### src/rtl/inst_fetch_queue_if.sv
// Fetch front-end bundle: redirect input, icache CPU-side port and decode-side FIFO head.
// master = fetch queue side, slave = icache/decode/redirect environment side.
interface inst_fetch_queue_if;
    logic        redirect;
    logic [31:0] redirect_pc;
    logic        inst_req;
    logic        inst_wr;
    logic [1:0]  inst_size;
    logic [31:0] inst_addr;
    logic [31:0] inst_wdata;
    logic        inst_cache;
    logic        inst_addr_ok;
    logic        inst_data_ok;
    logic [31:0] inst_rdata;
    logic        fetch_valid;
    logic [31:0] fetch_pc;
    logic [31:0] fetch_inst;
    logic        fetch_adel;
    logic        fetch_ready;

    modport master (
        input  redirect, redirect_pc, inst_addr_ok, inst_data_ok, inst_rdata, fetch_ready,
        output inst_req, inst_wr, inst_size, inst_addr, inst_wdata, inst_cache,
               fetch_valid, fetch_pc, fetch_inst, fetch_adel
    );

    modport slave (
        output redirect, redirect_pc, inst_addr_ok, inst_data_ok, inst_rdata, fetch_ready,
        input  inst_req, inst_wr, inst_size, inst_addr, inst_wdata, inst_cache,
               fetch_valid, fetch_pc, fetch_inst, fetch_adel
    );
endinterface

### src/rtl/inst_fetch_queue.sv
// PC generator and instruction fetch queue in front of the icache: one request in flight,
// responses buffered with their PC in a small FIFO, redirects flush and drop in-flight data.
module inst_fetch_queue #(
    parameter logic [31:0] RESET_PC = 32'hBFC0_0000,
    parameter int          DEPTH    = 4
) (
    input  logic                clk,
    input  logic                rst,
    inst_fetch_queue_if.master  bus
);
    localparam int AW = (DEPTH > 1) ? $clog2(DEPTH) : 1;
    localparam int CW = AW + 1;

    typedef enum logic [1:0] {
        S_IDLE    = 2'd0,
        S_WAIT    = 2'd1,
        S_DISCARD = 2'd2
    } state_t;

    typedef struct packed {
        logic [31:0] pc;
        logic [31:0] inst;
        logic        adel;
    } entry_t;

    state_t          state_q, state_d;
    logic [31:0]     pc_q, pc_d;
    logic [31:0]     req_addr_q, req_addr_d;
    logic            stall_q, stall_d;
    logic [AW-1:0]   wr_ptr_q, wr_ptr_d;
    logic [AW-1:0]   rd_ptr_q, rd_ptr_d;
    logic [CW-1:0]   count_q, count_d;
    entry_t          mem_q [DEPTH];

    logic            push;
    entry_t          push_entry;
    logic            pop;
    logic            req;
    logic            credit;
    logic [CW-1:0]   used;
    logic            head_valid;
    entry_t          head;

    assign head_valid = (count_q != '0);
    assign head       = mem_q[rd_ptr_q];

    always_comb begin
        state_d    = state_q;
        pc_d       = pc_q;
        req_addr_d = req_addr_q;
        stall_d    = stall_q;
        wr_ptr_d   = wr_ptr_q;
        rd_ptr_d   = rd_ptr_q;
        count_d    = count_q;
        push       = 1'b0;
        push_entry = '0;
        pop        = 1'b0;
        req        = 1'b0;

        // A slot is reserved for the outstanding request, so it counts against capacity.
        used   = count_q + CW'(state_q != S_IDLE);
        credit = (used < CW'(DEPTH));

        if (bus.redirect) begin
            pc_d     = bus.redirect_pc;
            stall_d  = 1'b0;
            count_d  = '0;
            wr_ptr_d = '0;
            rd_ptr_d = '0;
            if (state_q == S_IDLE || bus.inst_data_ok)
                state_d = S_IDLE;
            else
                state_d = S_DISCARD;
        end else begin
            case (state_q)
                S_IDLE: begin
                    if (!stall_q && credit && pc_q[1:0] != 2'b00) begin
                        push            = 1'b1;
                        push_entry.pc   = pc_q;
                        push_entry.adel = 1'b1;
                        stall_d         = 1'b1;
                    end
                end
                S_WAIT: begin
                    if (bus.inst_data_ok) begin
                        push            = 1'b1;
                        push_entry.pc   = req_addr_q;
                        push_entry.inst = bus.inst_rdata;
                        state_d         = S_IDLE;
                    end
                end
                S_DISCARD: begin
                    if (bus.inst_data_ok)
                        state_d = S_IDLE;
                end
                default: state_d = S_IDLE;
            endcase

            // Back-to-back: the response cycle may already launch the next request.
            req = !rst && !stall_q && credit && (pc_q[1:0] == 2'b00) &&
                  (state_q == S_IDLE || (state_q == S_WAIT && bus.inst_data_ok));
            if (req && bus.inst_addr_ok) begin
                pc_d       = pc_q + 32'd4;
                req_addr_d = pc_q;
                state_d    = S_WAIT;
            end

            pop = head_valid && bus.fetch_ready;
            if (push)
                wr_ptr_d = wr_ptr_q + 1'b1;
            if (pop)
                rd_ptr_d = rd_ptr_q + 1'b1;
            case ({push, pop})
                2'b10:   count_d = count_q + 1'b1;
                2'b01:   count_d = count_q - 1'b1;
                default: count_d = count_q;
            endcase
        end
    end

    always_ff @(posedge clk) begin
        if (rst) begin
            state_q    <= S_IDLE;
            pc_q       <= RESET_PC;
            req_addr_q <= '0;
            stall_q    <= 1'b0;
            wr_ptr_q   <= '0;
            rd_ptr_q   <= '0;
            count_q    <= '0;
        end else begin
            state_q    <= state_d;
            pc_q       <= pc_d;
            req_addr_q <= req_addr_d;
            stall_q    <= stall_d;
            wr_ptr_q   <= wr_ptr_d;
            rd_ptr_q   <= rd_ptr_d;
            count_q    <= count_d;
        end
    end

    // Storage needs no reset: the head is masked to zero whenever the queue is empty.
    always_ff @(posedge clk) begin
        if (push && !rst)
            mem_q[wr_ptr_q] <= push_entry;
    end

    assign bus.inst_req    = req;
    assign bus.inst_wr     = 1'b0;
    assign bus.inst_size   = 2'b10;
    assign bus.inst_addr   = pc_q;
    assign bus.inst_wdata  = 32'd0;
    assign bus.inst_cache  = (pc_q[31:29] != 3'b101);

    assign bus.fetch_valid = head_valid;
    assign bus.fetch_pc    = head_valid ? head.pc   : 32'd0;
    assign bus.fetch_inst  = head_valid ? head.inst : 32'd0;
    assign bus.fetch_adel  = head_valid ? head.adel : 1'b0;
endmodule
### src/flat_wrapper.sv
// flat-port wrapper written by rule: the top's interface ports become plain ports
module inst_fetch_queue_flat 
#(
    parameter logic [31:0] RESET_PC = 32'hBFC0_0000,
    parameter int          DEPTH    = 4
)
  (clk, rst, bus_redirect, bus_redirect_pc, bus_inst_addr_ok, bus_inst_data_ok, bus_inst_rdata, bus_fetch_ready, bus_inst_req, bus_inst_wr, bus_inst_size, bus_inst_addr, bus_inst_wdata, bus_inst_cache, bus_fetch_valid, bus_fetch_pc, bus_fetch_inst, bus_fetch_adel);
  inst_fetch_queue_if bus_i ();
  input  logic clk;
  input  logic rst;
  input wire logic [$bits(bus_i.redirect)-1:0] bus_redirect;
  input wire logic [$bits(bus_i.redirect_pc)-1:0] bus_redirect_pc;
  input wire logic [$bits(bus_i.inst_addr_ok)-1:0] bus_inst_addr_ok;
  input wire logic [$bits(bus_i.inst_data_ok)-1:0] bus_inst_data_ok;
  input wire logic [$bits(bus_i.inst_rdata)-1:0] bus_inst_rdata;
  input wire logic [$bits(bus_i.fetch_ready)-1:0] bus_fetch_ready;
  output wire logic [$bits(bus_i.inst_req)-1:0] bus_inst_req;
  output wire logic [$bits(bus_i.inst_wr)-1:0] bus_inst_wr;
  output wire logic [$bits(bus_i.inst_size)-1:0] bus_inst_size;
  output wire logic [$bits(bus_i.inst_addr)-1:0] bus_inst_addr;
  output wire logic [$bits(bus_i.inst_wdata)-1:0] bus_inst_wdata;
  output wire logic [$bits(bus_i.inst_cache)-1:0] bus_inst_cache;
  output wire logic [$bits(bus_i.fetch_valid)-1:0] bus_fetch_valid;
  output wire logic [$bits(bus_i.fetch_pc)-1:0] bus_fetch_pc;
  output wire logic [$bits(bus_i.fetch_inst)-1:0] bus_fetch_inst;
  output wire logic [$bits(bus_i.fetch_adel)-1:0] bus_fetch_adel;
  assign bus_i.redirect = bus_redirect;
  assign bus_i.redirect_pc = bus_redirect_pc;
  assign bus_i.inst_addr_ok = bus_inst_addr_ok;
  assign bus_i.inst_data_ok = bus_inst_data_ok;
  assign bus_i.inst_rdata = bus_inst_rdata;
  assign bus_i.fetch_ready = bus_fetch_ready;
  assign bus_inst_req = bus_i.inst_req;
  assign bus_inst_wr = bus_i.inst_wr;
  assign bus_inst_size = bus_i.inst_size;
  assign bus_inst_addr = bus_i.inst_addr;
  assign bus_inst_wdata = bus_i.inst_wdata;
  assign bus_inst_cache = bus_i.inst_cache;
  assign bus_fetch_valid = bus_i.fetch_valid;
  assign bus_fetch_pc = bus_i.fetch_pc;
  assign bus_fetch_inst = bus_i.fetch_inst;
  assign bus_fetch_adel = bus_i.fetch_adel;
  inst_fetch_queue #(.RESET_PC(RESET_PC), .DEPTH(DEPTH)) u_core (.clk(clk), .rst(rst), .bus(bus_i));
endmodule
### config.mk
export PLATFORM = sky130hd
export DESIGN_NAME = inst_fetch_queue_flat
export DESIGN_NICKNAME = d
export VERILOG_FILES = /design/src/rtl/inst_fetch_queue_if.sv /design/src/rtl/inst_fetch_queue.sv /design/src/flat_wrapper.sv
export SDC_FILE = /design/constraint.sdc
export NUM_CORES = 1
export LEC_CHECK = 0
export CORE_UTILIZATION = 26
export CTS_CLUSTER_DIAMETER = 30
export DETAILED_ROUTE_END_ITERATION = 8
export PLACE_DENSITY = 0.58
export SYNTH_ARGS = -nofsm -noshare
export SYNTH_HDL_FRONTEND = slang
export SYNTH_SLANG_ARGS = --single-unit
### constraint.sdc
create_clock -name clk -period 3.18 [get_ports clk]
set_input_delay 0.795 -clock clk [delete_from_list [all_inputs] [get_ports clk]]
set_output_delay 0.795 -clock clk [all_outputs]
set_load 0.005 [all_outputs]
# Yosys cells after proc, flatten, opt, wreduce, memory -nomap -nowiden
# Memory sizes are Yosys's and may differ from the RTL's. A register that Yosys moved wholly into a read port is not among the register bits.
# Cells that the tools add are included.
# totals
regBits	74
mem_bits_rw	260
memories	1
# memory_table
memory	depth	word_bits	rd	rd_ports_with_merged_regs	write_ports	line	source
u_core.mem_q	4	65	1	1	1	inst_fetch_queue.sv:33	entry_t mem_q [DEPTH];
# classes
add_sub_neg	6
order_cmp	1
eq_ne	7
muxes	27
n_bitwise	1
reduce_logical	26
# op_table
op	count
2-to-1 mux 32 bit	6
2-to-1 mux 65 bit	1
2-to-1 mux 64 bit	1
case mux 32 bit (2 select lines)	1
adder 32 x 3 -> 32 bit, second input constant	1
2-to-1 mux 2 bit	6
logical AND 1 bit	10
2-to-1 mux 1 bit	9
nonzero test 2 bit	4
!= test 3 bit, second input constant	2
case mux 3 bit (2 select lines)	1
AND reduction 2 bit	3
adder 2 x 1 -> 2 bit, second input constant	2
== test 2 x 1 -> 1 bit, second input constant	2
== test 2 bit, second input constant	2
zero test 2 bit	2
!= test 4 x 1 -> 1 bit, second input constant	1
case mux 2 bit (2 select lines)	1
OR reduction 2 bit	2
adder 3 x 1 -> 3 bit	1
adder 3 x 1 -> 3 bit, second input constant	1
< comparator 3 bit, second input constant	1
nonzero test 3 bit	1
subtractor 3 x 1 -> 3 bit, second input constant	1
other kinds (4)	6

# Depth between registers and ports, before layout
# logic_depth
word_depth	12
mapped_depth	12
mapped_depth_nobuf	12

# Worst setup path before layout
# Ideal clock, no wire load.
# synth_timing
path_type	input to register
startpoint	input port bus_redirect
endpoint	memory u_core.mem_q[0][0] in the netlist's numbering (enable)
setup_time_ps	430
t_arrival_ps	2879
t_required_ps	2750
setup_slack_ps	-129
path_stages	3
path_cell_list	clkbuf_1 -> nor2_1 -> and3_1
# synth_via
elab_chain_len	4
# synth_lines
element	line	source
from (decl)	flat_wrapper.sv:11	input wire logic [$bits(bus_i.redirect)-1:0] bus_redirect;
2-to-1 mux 1 bit	inst_fetch_queue.sv:64	if (bus.redirect) begin
logical AND 1 bit	inst_fetch_queue.sv:143	if (push && !rst)
2-to-1 mux 1 bit	inst_fetch_queue.sv:143	
2-to-1 mux 1 bit (implied by the code)	inst_fetch_queue.sv:144	mem_q[wr_ptr_q] <= push_entry;
to (decl)	inst_fetch_queue.sv:33	
# No other way between the ends.

==> impl_metrics.env <==
export IMPL_initial_core_util_pct=26.4
export IMPL_wl_per_cell_um=19.0
export IMPL_status="finished with violations"
export IMPL_fin_ws_ps=-44.1
export IMPL_grt_pass1_vias=9749
export IMPL_yosysSeqAreaShare_pct=65.4
export IMPL_max_cap_viol_count=0
export IMPL_period_minus_slack_ps=3220
export IMPL_yosys_area_share_simple_pct=10.9
export IMPL_dr_first_iter_drc_count=551
export IMPL_yosysMostFrequentCell="edfxtp_1"
export IMPL_multiInputGateArea_um2=4490
export IMPL_ios=205
export IMPL_leakagePower_nw=7.71
export IMPL_p_clk_share_pct=57.3
export IMPL_seq_area_um2=9340
export IMPL_yosysTopAreaCellShare_pct=54.7
export IMPL_ir_worst_vdd_mv=0.419
export IMPL_synthAdderAreaFrac_pct=0.842
export IMPL_synth_largest_area_cell="edfxtp_1"
export IMPL_seq_power_share_pct=37.0
export IMPL_synth_avg_cell_area_um2=14.3
export IMPL_syn_to_final_growth_pct=38.2
export IMPL_gp_congestion=0.750
export IMPL_synth_warnings=0
export IMPL_cts_sinks=336
export IMPL_drt_total_wl_um=37900
export IMPL_pwr_share_comb_pct=5.6
export IMPL_place_detailed_hpwl_um=23700
export IMPL_cts_max_path_buffers=3
export IMPL_synthMuxAreaShare_pct=10.5
export IMPL_grt_ovfl_total=0
export IMPL_coreArea_um2=54000
export IMPL_p_sw_share_pct=21.6
export IMPL_io_buffers=169
export IMPL_path_clk_slew_ps=40
export IMPL_power_density_nw_per_um2=663
export IMPL_grt_usage_pct=13.6
export IMPL_holdPathStages=2
export IMPL_fillerInstances=5172
export IMPL_synth_xor_area_share_pct=1.78
export IMPL_drtPass1Iterations=5
export IMPL_synth_compound_area_share_pct=6.22
export IMPL_worstPathArrival_ps=2430
export IMPL_report_final_slew_viol_count=0
export IMPL_vias=9208
export IMPL_end_kind="output pin"
export IMPL_synth_seq_cells=336
export IMPL_synth_top_family_by_area="simple AND/OR/NAND/NOR gates"
export IMPL_setup_viol=11
export IMPL_cp_max_fo=6
export IMPL_grt_max_degree=68
export IMPL_avgViaCountPerCell=4.62
export IMPL_fin_skew_ps=22.9
export IMPL_max_freq_mhz=310
export IMPL_r2r_cells=8
export IMPL_fin_crit_sh_pct=101
export IMPL_crit_path_start_kind="flop"
export IMPL_cts_tree="done"
export IMPL_cts_buffers=76
export IMPL_final_hold_violation_count=0
export IMPL_yosys_most_used_dff="edfxtp_1"
export IMPL_path_class="reg -> out"
export IMPL_cts_root_buffer="clkbuf_16"
export IMPL_antenna_found_initial=0
export IMPL_synth_edff_count=260
export IMPL_dieArea_um2=55800
export IMPL_hold_path_class="reg -> reg"
export IMPL_slew_headroom_pct=47.1
export IMPL_postRouteAntennaNets=0
export IMPL_violations="setup timing"
export IMPL_dp_slack_ps=21.4
export IMPL_die_h_um=236
export IMPL_rsz0062_at_grt="yes"
export IMPL_die_x_um=236
export IMPL_synth_cell_types=52
export IMPL_clkLatencyLatePin_ps=580
export IMPL_route_detailed_drc=0
export IMPL_cp_required_ps=2380
export IMPL_synthArstFlopShare_pct=0
export IMPL_p_switching_mw=2.83
export IMPL_hold_slack_ps=474
export IMPL_tightest_slew_ps=794
export IMPL_syn_inst=1001
export IMPL_cts_htree_levels=3
export IMPL_drive_above_1_share_pct=20.4
export IMPL_synth_area_leaders="edfxtp_1 (55%), dfxtp_1 (11%), mux4_2 (10%)"
export IMPL_fin_nets=1314
export IMPL_row_count=85
export IMPL_syn_cell_area_um2=14300
export IMPL_grt_pass1_wl_um=58000
export IMPL_intPower_mw=10.2
export IMPL_synthTopCellsByCount="edfxtp_1 (260), dfxtp_1 (76), and2_1 (70), nor2_1 (70), mux4_2 (65)"
-- cell type report --
type,count,share of cell area (%)
diodes,1,0.0127
inverters,16,0.305
clock inverters,47,2.30
flip-flops and latches,336,47.3
clock buffers,93,10.5
repair buffers,227,12.3
multi-input cells,578,22.8
well taps,696,4.42
-- cell families after synthesis --
| group | count (synthesis) |
|---|---|
| other cells | 2 |
| xor+xnor | 29 |
| flops | 336 |
| simple gates | 293 |
| compound gates | 144 |
| mux | 68 |
| buf+inv | 120 |
| fa+ha+maj | 9 |
-- final timing paths --
kind | start | endpoint | slack (ps)
worst max-delay path | flop | bus_fetch_pc[12] | -40
worst min-delay path | u_core.req_addr_q[6] | u_core.req_addr_q[6] | 470
worst max register to register | u_core.state_q[1] | u_core.mem_q[1][24] | 560
worst min register to register | u_core.req_addr_q[6] | u_core.req_addr_q[6] | 470
-- placed cells by master (no fill, tap or decap), types with 10 or more instances in the layout --
master,count
o21ai_0,38
and3_1,35
inv_1,15
clkinv_2,10
conb_1,35
nand4_1,21
and2_1,65
clkdlybuf4s50_1,118
dfxtp_1,74
nor2_1,70
mux4_2,65
xor2_1,13
buf_4,43
a21oi_1,42
edfxtp_1,260
clkinv_1,14
clkbuf_1,10
dlymetal6s2s_1,49
a22oi_1,32
nand2_1,47
clkbuf_16,81
xnor2_1,15
-- critical path, stage by stage, from the launching register on --
cell,delay (ps)
dfxtp_4,400
buf_4,150
buf_16,130
mux4_2,540
and2_4,190
clkdlybuf4s50_1,430
-- registers in the layout, indices dropped and copies added, names as in the netlist, named ones only --
name / count
u_core.mem_q: 260
u_core.wr_ptr_q: 2
u_core.rd_ptr_q: 2
u_core.count_q: 3
u_core.state_q: 2
u_core.bus.inst_addr: 32
u_core.req_addr_q: 32
u_core.stall_q: 1
-- through the flow --
stage | TNS, ps | cells | cell area, µm² | total power, mW | utilization, %
2_1_floorplan | 0 | 1034 | 14400 | 5.26 | -
3_3_place_gp | 0 | 1845 | 16900 | 5.66 | 31.3
3_5_place_dp | 0 | 1845 | 16900 | 5.67 | 31.3
4_1_cts | -4820 | 1986 | 19500 | 13.2 | 36.0
5_1_grt | -1560 | 1993 | 19700 | 13.5 | 36.5
6_report | -272 | 1994 | 19700 | 13.1 | 36.5
-- power by group through the flow --
stage | Clock, mW | Sequential (mW) | Combinational (mW)
2_1_floorplan | 0 | 4.90 | 0.362
3_3_place_gp | 0 | 4.92 | 0.744
3_5_place_dp | 0 | 4.92 | 0.748
4_1_cts | 7.64 | 4.84 | 0.753
5_1_grt | 7.87 | 4.85 | 0.807
6_report | 7.49 | 4.84 | 0.737
-- metal layers --
layer / part of all wire [%] / vias up / global-route usage [%]
met5: 0 / - / 0
met3: 5.2 / 54 / 2.87
met4: 2.0 / 0 / 5.37
met2: 48 / 310 / 22.0
li1: - / 4219 / -
met1: 45 / 4625 / 17.8
-- what timing repair did --
item                                    4_1_cts  5_1_grt
cloned                                        0        3
endpoints found under the setup margin       62       65
setup buffers                                 1        4
hold buffers                                  0        0
endpoints found under the hold margin         0        0
resized for setup                             4       60
Power figures use the tool's default switching activity.
